--- config.mk ---
export PLATFORM = sky130hd
export DESIGN_NAME = weighted_resource_arbiter
export DESIGN_NICKNAME = d
export VERILOG_FILES = /design/src/rtl/weighted_resource_arbiter.sv
export SDC_FILE = /design/constraint.sdc
export NUM_CORES = 1
export LEC_CHECK = 0
export ABC_AREA = 0
export CORE_MARGIN = 1.5
export CORE_UTILIZATION = 54
export CTS_CLUSTER_SIZE = 10
export DETAILED_ROUTE_END_ITERATION = 10
export GPL_ROUTABILITY_DRIVEN = 0
export PLACE_DENSITY_LB_ADDON = 0.12
export SYNTH_ARGS = -nofsm -noshare
export SYNTH_HDL_FRONTEND = slang
export SYNTH_SLANG_ARGS = --single-unit
--- constraint.sdc ---
create_clock -name clk -period 6.7 [get_ports clk]
set_input_delay 1.34 -clock clk [delete_from_list [all_inputs] [get_ports clk]]
set_output_delay 1.34 -clock clk [all_outputs]
set_load 0.05 [all_outputs]
--- src/rtl/weighted_resource_arbiter.sv ---
// Weighted round-robin arbiter. One requester owns the resource for up to max(weight,1)
// cycles. Hand-off to the next requester happens on the same edge, with no idle cycle.
module weighted_resource_arbiter #(
  parameter int N  = 8,
  parameter int WW = 4,
  parameter int IW = $clog2(N)
) (
  input  logic            clk,
  input  logic            rst,
  input  logic [N-1:0]    request,
  input  logic [N*WW-1:0] weight,
  output logic [N-1:0]    grant,
  output logic [IW-1:0]   grant_id,
  output logic            grant_valid
);

  typedef enum logic {IDLE, BUSY} state_e;

  state_e          state_q, state_d;
  logic [IW-1:0]   own_q, own_d;
  logic [IW-1:0]   ptr_q, ptr_d;
  logic [WW-1:0]   cnt_q, cnt_d;
  logic [N-1:0]    grant_q, grant_d;
  logic            valid_q, valid_d;

  logic            issue;
  logic            release_own;
  logic [IW-1:0]   start;
  logic [IW-1:0]   pick_idx;

  // Modular increment that stays correct for non-power-of-two N.
  function automatic logic [IW-1:0] next_idx(input logic [IW-1:0] i);
    return (i == IW'(N-1)) ? '0 : i + IW'(1);
  endfunction

  // First requester at or after start, wrapping. start itself is scanned first.
  function automatic logic [IW-1:0] pick(input logic [N-1:0] req, input logic [IW-1:0] s);
    logic [IW-1:0] idx;
    logic          found;
    pick  = '0;
    found = 1'b0;
    idx   = s;
    for (int k = 0; k < N; k++) begin
      if (!found && req[idx]) begin
        pick  = idx;
        found = 1'b1;
      end
      idx = next_idx(idx);
    end
  endfunction

  function automatic logic [WW-1:0] quantum(input logic [IW-1:0] i);
    logic [WW-1:0] w;
    w = weight[i*WW +: WW];
    return (w == '0) ? WW'(1) : w;
  endfunction

  assign pick_idx = pick(request, start);

  always_comb begin
    state_d     = state_q;
    own_d       = own_q;
    ptr_d       = ptr_q;
    cnt_d       = cnt_q;
    grant_d     = grant_q;
    valid_d     = valid_q;
    issue       = 1'b0;
    start       = ptr_q;
    release_own = !request[own_q] || (cnt_q == WW'(1));

    case (state_q)
      IDLE: begin
        if (|request) begin
          issue = 1'b1;
          start = ptr_q;
        end
      end
      BUSY: begin
        if (release_own) begin
          ptr_d = next_idx(own_q);
          if (|request) begin
            // The current owner is scanned last, so it wins again only when it is the sole requester.
            issue = 1'b1;
            start = next_idx(own_q);
          end else begin
            state_d = IDLE;
            own_d   = '0;
            cnt_d   = '0;
            grant_d = '0;
            valid_d = 1'b0;
          end
        end else begin
          cnt_d = cnt_q - WW'(1);
        end
      end
      default: state_d = IDLE;
    endcase

    if (issue) begin
      state_d = BUSY;
      own_d   = pick_idx;
      cnt_d   = quantum(pick_idx);
      grant_d = {{(N-1){1'b0}}, 1'b1} << pick_idx;
      valid_d = 1'b1;
    end
  end

  always_ff @(posedge clk) begin
    if (rst) begin
      state_q <= IDLE;
      own_q   <= '0;
      ptr_q   <= '0;
      cnt_q   <= '0;
      grant_q <= '0;
      valid_q <= 1'b0;
    end else begin
      state_q <= state_d;
      own_q   <= own_d;
      ptr_q   <= ptr_d;
      cnt_q   <= cnt_d;
      grant_q <= grant_d;
      valid_q <= valid_d;
    end
  end

  assign grant       = grant_q;
  assign grant_id    = own_q;
  assign grant_valid = valid_q;

  a_valid_matches: assert property (@(posedge clk) disable iff (rst) grant_valid == (|grant));
  a_owner_granted: assert property (@(posedge clk) disable iff (rst) grant_valid |-> grant[grant_id]);
  a_onehot:        assert property (@(posedge clk) disable iff (rst) $onehot0(grant));

endmodule

After elaboration in Yosys (flattened, before gate mapping). Index checks and enable logic that the tools add are counted.

Register bits after elaboration: 20. Output and inout port bits: 12. Logic and storage cells: 128.

Add/sub/neg operators: 9. $lt $le $gt $ge: 9. Equal/unequal tests: 11. Shift operators: 2. Mux-type cells: 67. Bitwise operators: 1. Reduce and logical (&&, ||, !) cells: 23.

Operators with widths (count): 3-bit two-way mux (22); 3-bit by 4-bit < comparator with 1-bit output, second input constant (9); 8-bit two-way mux (4); 32-bit by 6-bit indexed part select with 4-bit output (1); 1-bit binary-select mux with 3-bit select (9); 1-bit two-way mux (25); 3-bit by 1-bit adder with 3-bit output, second input constant (8); 3-bit == test, second input constant (8); 4-bit two-way mux (5); 1-bit logical NOT (8); 8-bit OR reduction (1); 1-bit by 3-bit << shifter with 8-bit output, first input constant (1); 1-bit logical AND (7); 3-bit one-hot mux with 2 select lines (1); 4-bit by 1-bit == test with 1-bit output, second input constant (1); 4-bit logical NOT (1); 2-bit AND reduction (2); 2-bit nonzero test (2); 4-bit by 1-bit subtractor with 4-bit output, second input constant (1); 3-bit != test, second input constant (1); 3-bit AND reduction (1); 2-bit != test, second input constant (1); 1-bit one-hot mux with 2 select lines (1); 1-bit logical OR (1); 1-bit inverter (1).

Depth between registers and ports, before layout.
Depth in word-level cells: 34. Mapped depth: 23.

Worst setup path before layout. OpenSTA, ideal clock, no wires.

Path type: input to register. Start point: input request[1]. End point: register cnt_q[0]. Arrival: 6.112 ns. Required time: 6.576 ns. Path slack: 0.463 ns. Cell stages on the path: 19. Buffers on the path: 1. Cell sequence: or4_1 nor2_1 o311a_1 nand3_1 clkbuf_1 ha_1 ha_1 or2_2 nor2_1 a21boi_1 nor3_4 mux4_1 mux2i_1 a21boi_1 o22ai_2 or4_1 o311a_1 o31ai_1 a21oi_1.

Cells in the longest elaborated chain, start to end: 34.

Ends and longest elaborated chain: from (decl) (line 10) `input logic [N-1:0] request,`; parallel branches: the longest is 34 deep, another holds 3-bit by 1-bit adder with 3-bit output; to (signal assigned) (line 120) `cnt_q <= cnt_d;`; to (decl) (line 22) `logic [WW-1:0] cnt_q, cnt_d;`.

Several ways; the timed one is not identified. The select of a mux whose other input is x is not followed. A chain may end at the register's enable or synchronous reset.

Worst setup path in the final report.
Start point: input request[6]. End point: register cnt_q[0].

Same word-level chain as after synthesis.

==> impl_metrics.tcl <==
set metrics [dict create \
    io_buffers 53 \
    wl_per_cell_um 17.8 \
    p_clk_frac 0.039 \
    grt_max_degree 22 \
    drc 0 \
    r2r-end "cnt_q[0]$_SDFFE_PP0P_" \
    async_flop_share 0 \
    met1Wirelength_um 3810 \
    final_antenna_net_count 0 \
    stdcell_count 494 \
    path_cells "clkdlybuf4s50_1 -> buf_4 -> mux2i_2 -> o22a_1 -> a21oi_2 -> nor2_2 -> mux2_2 -> ha_1 -> ha_1 -> o21ba_2 -> o2111ai_2 -> o21a_2 -> nand3_2 -> mux4_2 -> or4b_1 -> nand4_1 -> or2b_2 -> o22ai_2 -> or4_1 -> o311a_1 -> o31ai_2 -> a21oi_1" \
    crit_buf_inv 2 \
    ff2ff_setup_slack_ns 1.23 \
    hp-start "grant[3]$_SDFFE_PP0P_" \
    final_cell_area_um2 3700 \
    clkTransAtPathRegs_ns 0.07 \
    die_height_um 75.1 \
    power.switching_mw 1.24 \
    seqPwrFrac 0.080 \
    crit_family "simple AND/OR/NAND/NOR gates" \
    cts_max_level 1 \
    ios 54 \
    cap_violations 0 \
    cp-start-kind "primary input" \
    ir_drop_v 0.000328 \
    worstSetupEndpointType "register" \
    holdBufCountCts 0 \
    combinationalPowerShare 0.880 \
    relSlewSlack 0.250 \
    nNetsFinal 476 \
    dp_cells 485 \
    path_class "in2reg" \
    yosysSeqAreaShare 0.142 \
    syn_inst 350 \
    hold_path_class "reg2reg" \
    vias 3247 \
    area_delta_synth_final_pct 31.7 \
    crit_slowest_cell "mux4_2" \
    top_layer "met4" \
    outcome "finished, final reports clean" \
    rows 26 \
    arrival_ns 6.61 \
    cpPeakStageDelay_ns 0.60 \
    die_x_um 75.1 \
    place.detailed.hpwl_um 6730 \
    min_period_over_period 0.965 \
    ys_types 85 \
    setup_ws_ns 0.235 \
    clockBufferDepth 2 \
    swShare 0.523 \
    wl_met2_um 4210 \
    track_usage 0.314 \
    post_drt_via_cell_ratio 6.57 \
    critPathRequiredTime_ns 6.85 \
    min_to "grant[3]$_SDFFE_PP0P_" \
    drt-total-wl_um 8810 \
    placed_cell_area_um2 3560 \
    min_period_ns 6.46 \
    crit_fanout 11 \
    fmax_ghz 0.155 \
    grt-ovfl-total 0 \
    clk-insertion-delay-late_ns 0.26 \
    initial_core_util 0.554 \
    hold_violations 0 \
    power_density_nw_per_um2 642 \
    p_int_mw 1.13 \
    reg2regPathDepth 20 \
    drt-initial-drc-count 412 \
    coreArea_um2 5070 \
    grt_pass1_wl_um 13800 \
    fp.dieArea_um2 5650 \
    drive_gt1_frac 0.210 \
    synthesis.area_um2 2810 \
    grt_pass1_vias 2849 \
    worst_slew_pin_slew_ns 1.11 \
    synth_edf_count 0 \
    antenna_cells 0 \
    crit_top_cell "ha_1" \
    p_leak_nw 1.42 \
    met3_length_um 674 \
    firstDrtPassIters 5 \
    synth_ff_type "dfxtp_1" \
    antenna_found_initial 0 \
    setup_viol 0 \
    syn-num-nets 401 \
    synth-seq-cells 20 \
    synth.avg_cell_area_um2 8.03 \
    report.final.slew_viol_count 0 \
    holdPathStages 2 \
    finClkSkew_ns 0.00204 \
    r2r-start "grant_id[0]$_SDFFE_PP0P_" \
    place_ws_ns -0.155 \
    cts_root_buf "clkbuf_8" \
    numClockSinks 20 \
    yosys_warnings 0 \
    numCtsBuffers 3 \
    tritoncts "built" \
]
[power by group through the flow]
stage	Combinational (mW)	Sequential, mW	Clock (mW)
2_1_floorplan	1.45	0.237	0
3_3_place_gp	1.92	0.192	0
3_5_place_dp	1.95	0.191	0
4_1_cts	1.96	0.190	0.0947
5_1_grt	2.24	0.196	0.0999
6_report	2.09	0.191	0.0936
[Yosys cell counts, drive strengths merged, types with 6 or more instances]
master,n,area share
mux2i,17,0.066
nand3,10,0.020
a22oi,6,0.016
nor2,41,0.056
a211oi,6,0.016
dfxtp,20,0.14
nor3,11,0.024
o31ai,6,0.016
nand2,41,0.056
o21ai,9,0.021
buf,8,0.021
a21oi,21,0.040
a32oi,6,0.021
mux4,12,0.098
o22ai,7,0.018
ha,9,0.040
clkbuf,12,0.017
inv,8,0.011
nand2b,7,0.016
[cell usage in the layout (no fill, tap or decap), types with 5 or more instances in the layout]
cell / synthesis / routed
mux4_2: 11 / 11
o22ai_1: 6 / 6
a32oi_1: 5 / 5
a211oi_1: 6 / 6
ha_1: 9 / 9
a32o_1: 5 / 5
mux2i_1: 15 / 13
nor3_1: 10 / 10
nand2b_1: 7 / 7
inv_1: 7 / 7
clkdlybuf4s50_1: 0 / 53
a21oi_1: 19 / 18
nand3_1: 9 / 9
dfxtp_1: 20 / 20
buf_4: 1 / 36
nand2_1: 40 / 40
nor2_1: 40 / 38
nor4_1: 5 / 5
o31ai_1: 6 / 5
a22oi_1: 6 / 6
[metal layers]
metal,up-vias,global-route usage
met2,173,0.514
met3,13,0.0281
li1,1525,-
met5,-,0
met1,1536,0.457
met4,0,0.0595
[per-stage QoR]
| step | total power, mW | util | hold WS (ns) | TNS (ns) |
|---|---|---|---|---|
| after floorplan | 1.69 | - | 0.471 | 0 |
| after global placement | 2.11 | 0.701 | 0.474 | 0 |
| after detailed placement | 2.14 | 0.701 | 0.479 | -0.348 |
| after CTS | 2.24 | 0.712 | 0.500 | 0 |
| after global routing | 2.54 | 0.730 | 0.528 | -0.0781 |
| final | 2.38 | 0.730 | 0.501 | 0 |
[state kept, by name, indices dropped and copies added (netlist names)]
register / cells
cnt_q: 4
grant: 8
grant_id: 3
grant_valid: 1
ptr_q: 3
state_q: 1
[logic make-up after synthesis]
kind of cell	after synthesis	synth area share
simple gates	146	0.265
compound gates	109	0.302
mux	31	0.173
buf+inv	28	0.0494
flops	20	0.142
fa+ha+maj	9	0.0401
xor+xnor	7	0.0272
[worst reg2reg max path, cell delays in order (launching register included)]
cell and delay, ns:
dfxtp_1 0.59, mux2i_2 0.33, o22a_1 0.20, a21oi_2 0.08
nor2_2 0.15, mux2_2 0.36, ha_1 0.19, ha_1 0.21
o21ba_2 0.28, o2111ai_2 0.17, o21a_2 0.20, nand3_2 0.12
mux4_2 0.61, or4b_1 0.50, nand4_1 0.12, or2b_2 0.15
o22ai_2 0.08, or4_1 0.52, o311a_1 0.15, o31ai_2 0.25
a21oi_1 0.10
[how the worst max path moves through the flow]
stage | slack, ns | depth (start not counted) | to | startpoint
2_1_floorplan | 0.46 | 19 | cnt_q[0]$_SDFFE_PP0P_ | request[1]
3_3_place_gp | 0.02 | 23 | cnt_q[0]$_SDFFE_PP0P_ | request[2]
3_5_place_dp | -0.16 | 23 | cnt_q[0]$_SDFFE_PP0P_ | request[2]
4_1_cts | 0.11 | 23 | cnt_q[0]$_SDFFE_PP0P_ | request[2]
5_1_grt | -0.04 | 22 | cnt_q[0]$_SDFFE_PP0P_ | request[6]
6_report | 0.24 | 22 | cnt_q[0]$_SDFFE_PP0P_ | request[6]
[final cells by class]
cell class | count | area (um2)
Tap cell | 70 | 87.6
Inverter | 8 | 30.0
Fill cell | 421 | 1370
Clock buffer | 4 | 55.1
Timing Repair Buffer | 90 | 812
Multi-Input combinational cell | 302 | 2320
Sequential cell | 20 | 400
[what timing repair did]
item / 4_1_cts / 5_1_grt
gates resized for setup: 0 / 13
buffers inserted: 0 / 5
endpoints found under the setup margin: 0 / 14
hold endpoints to repair: 0 / 0
No activity file was read; power rests on OpenSTA's default activity.
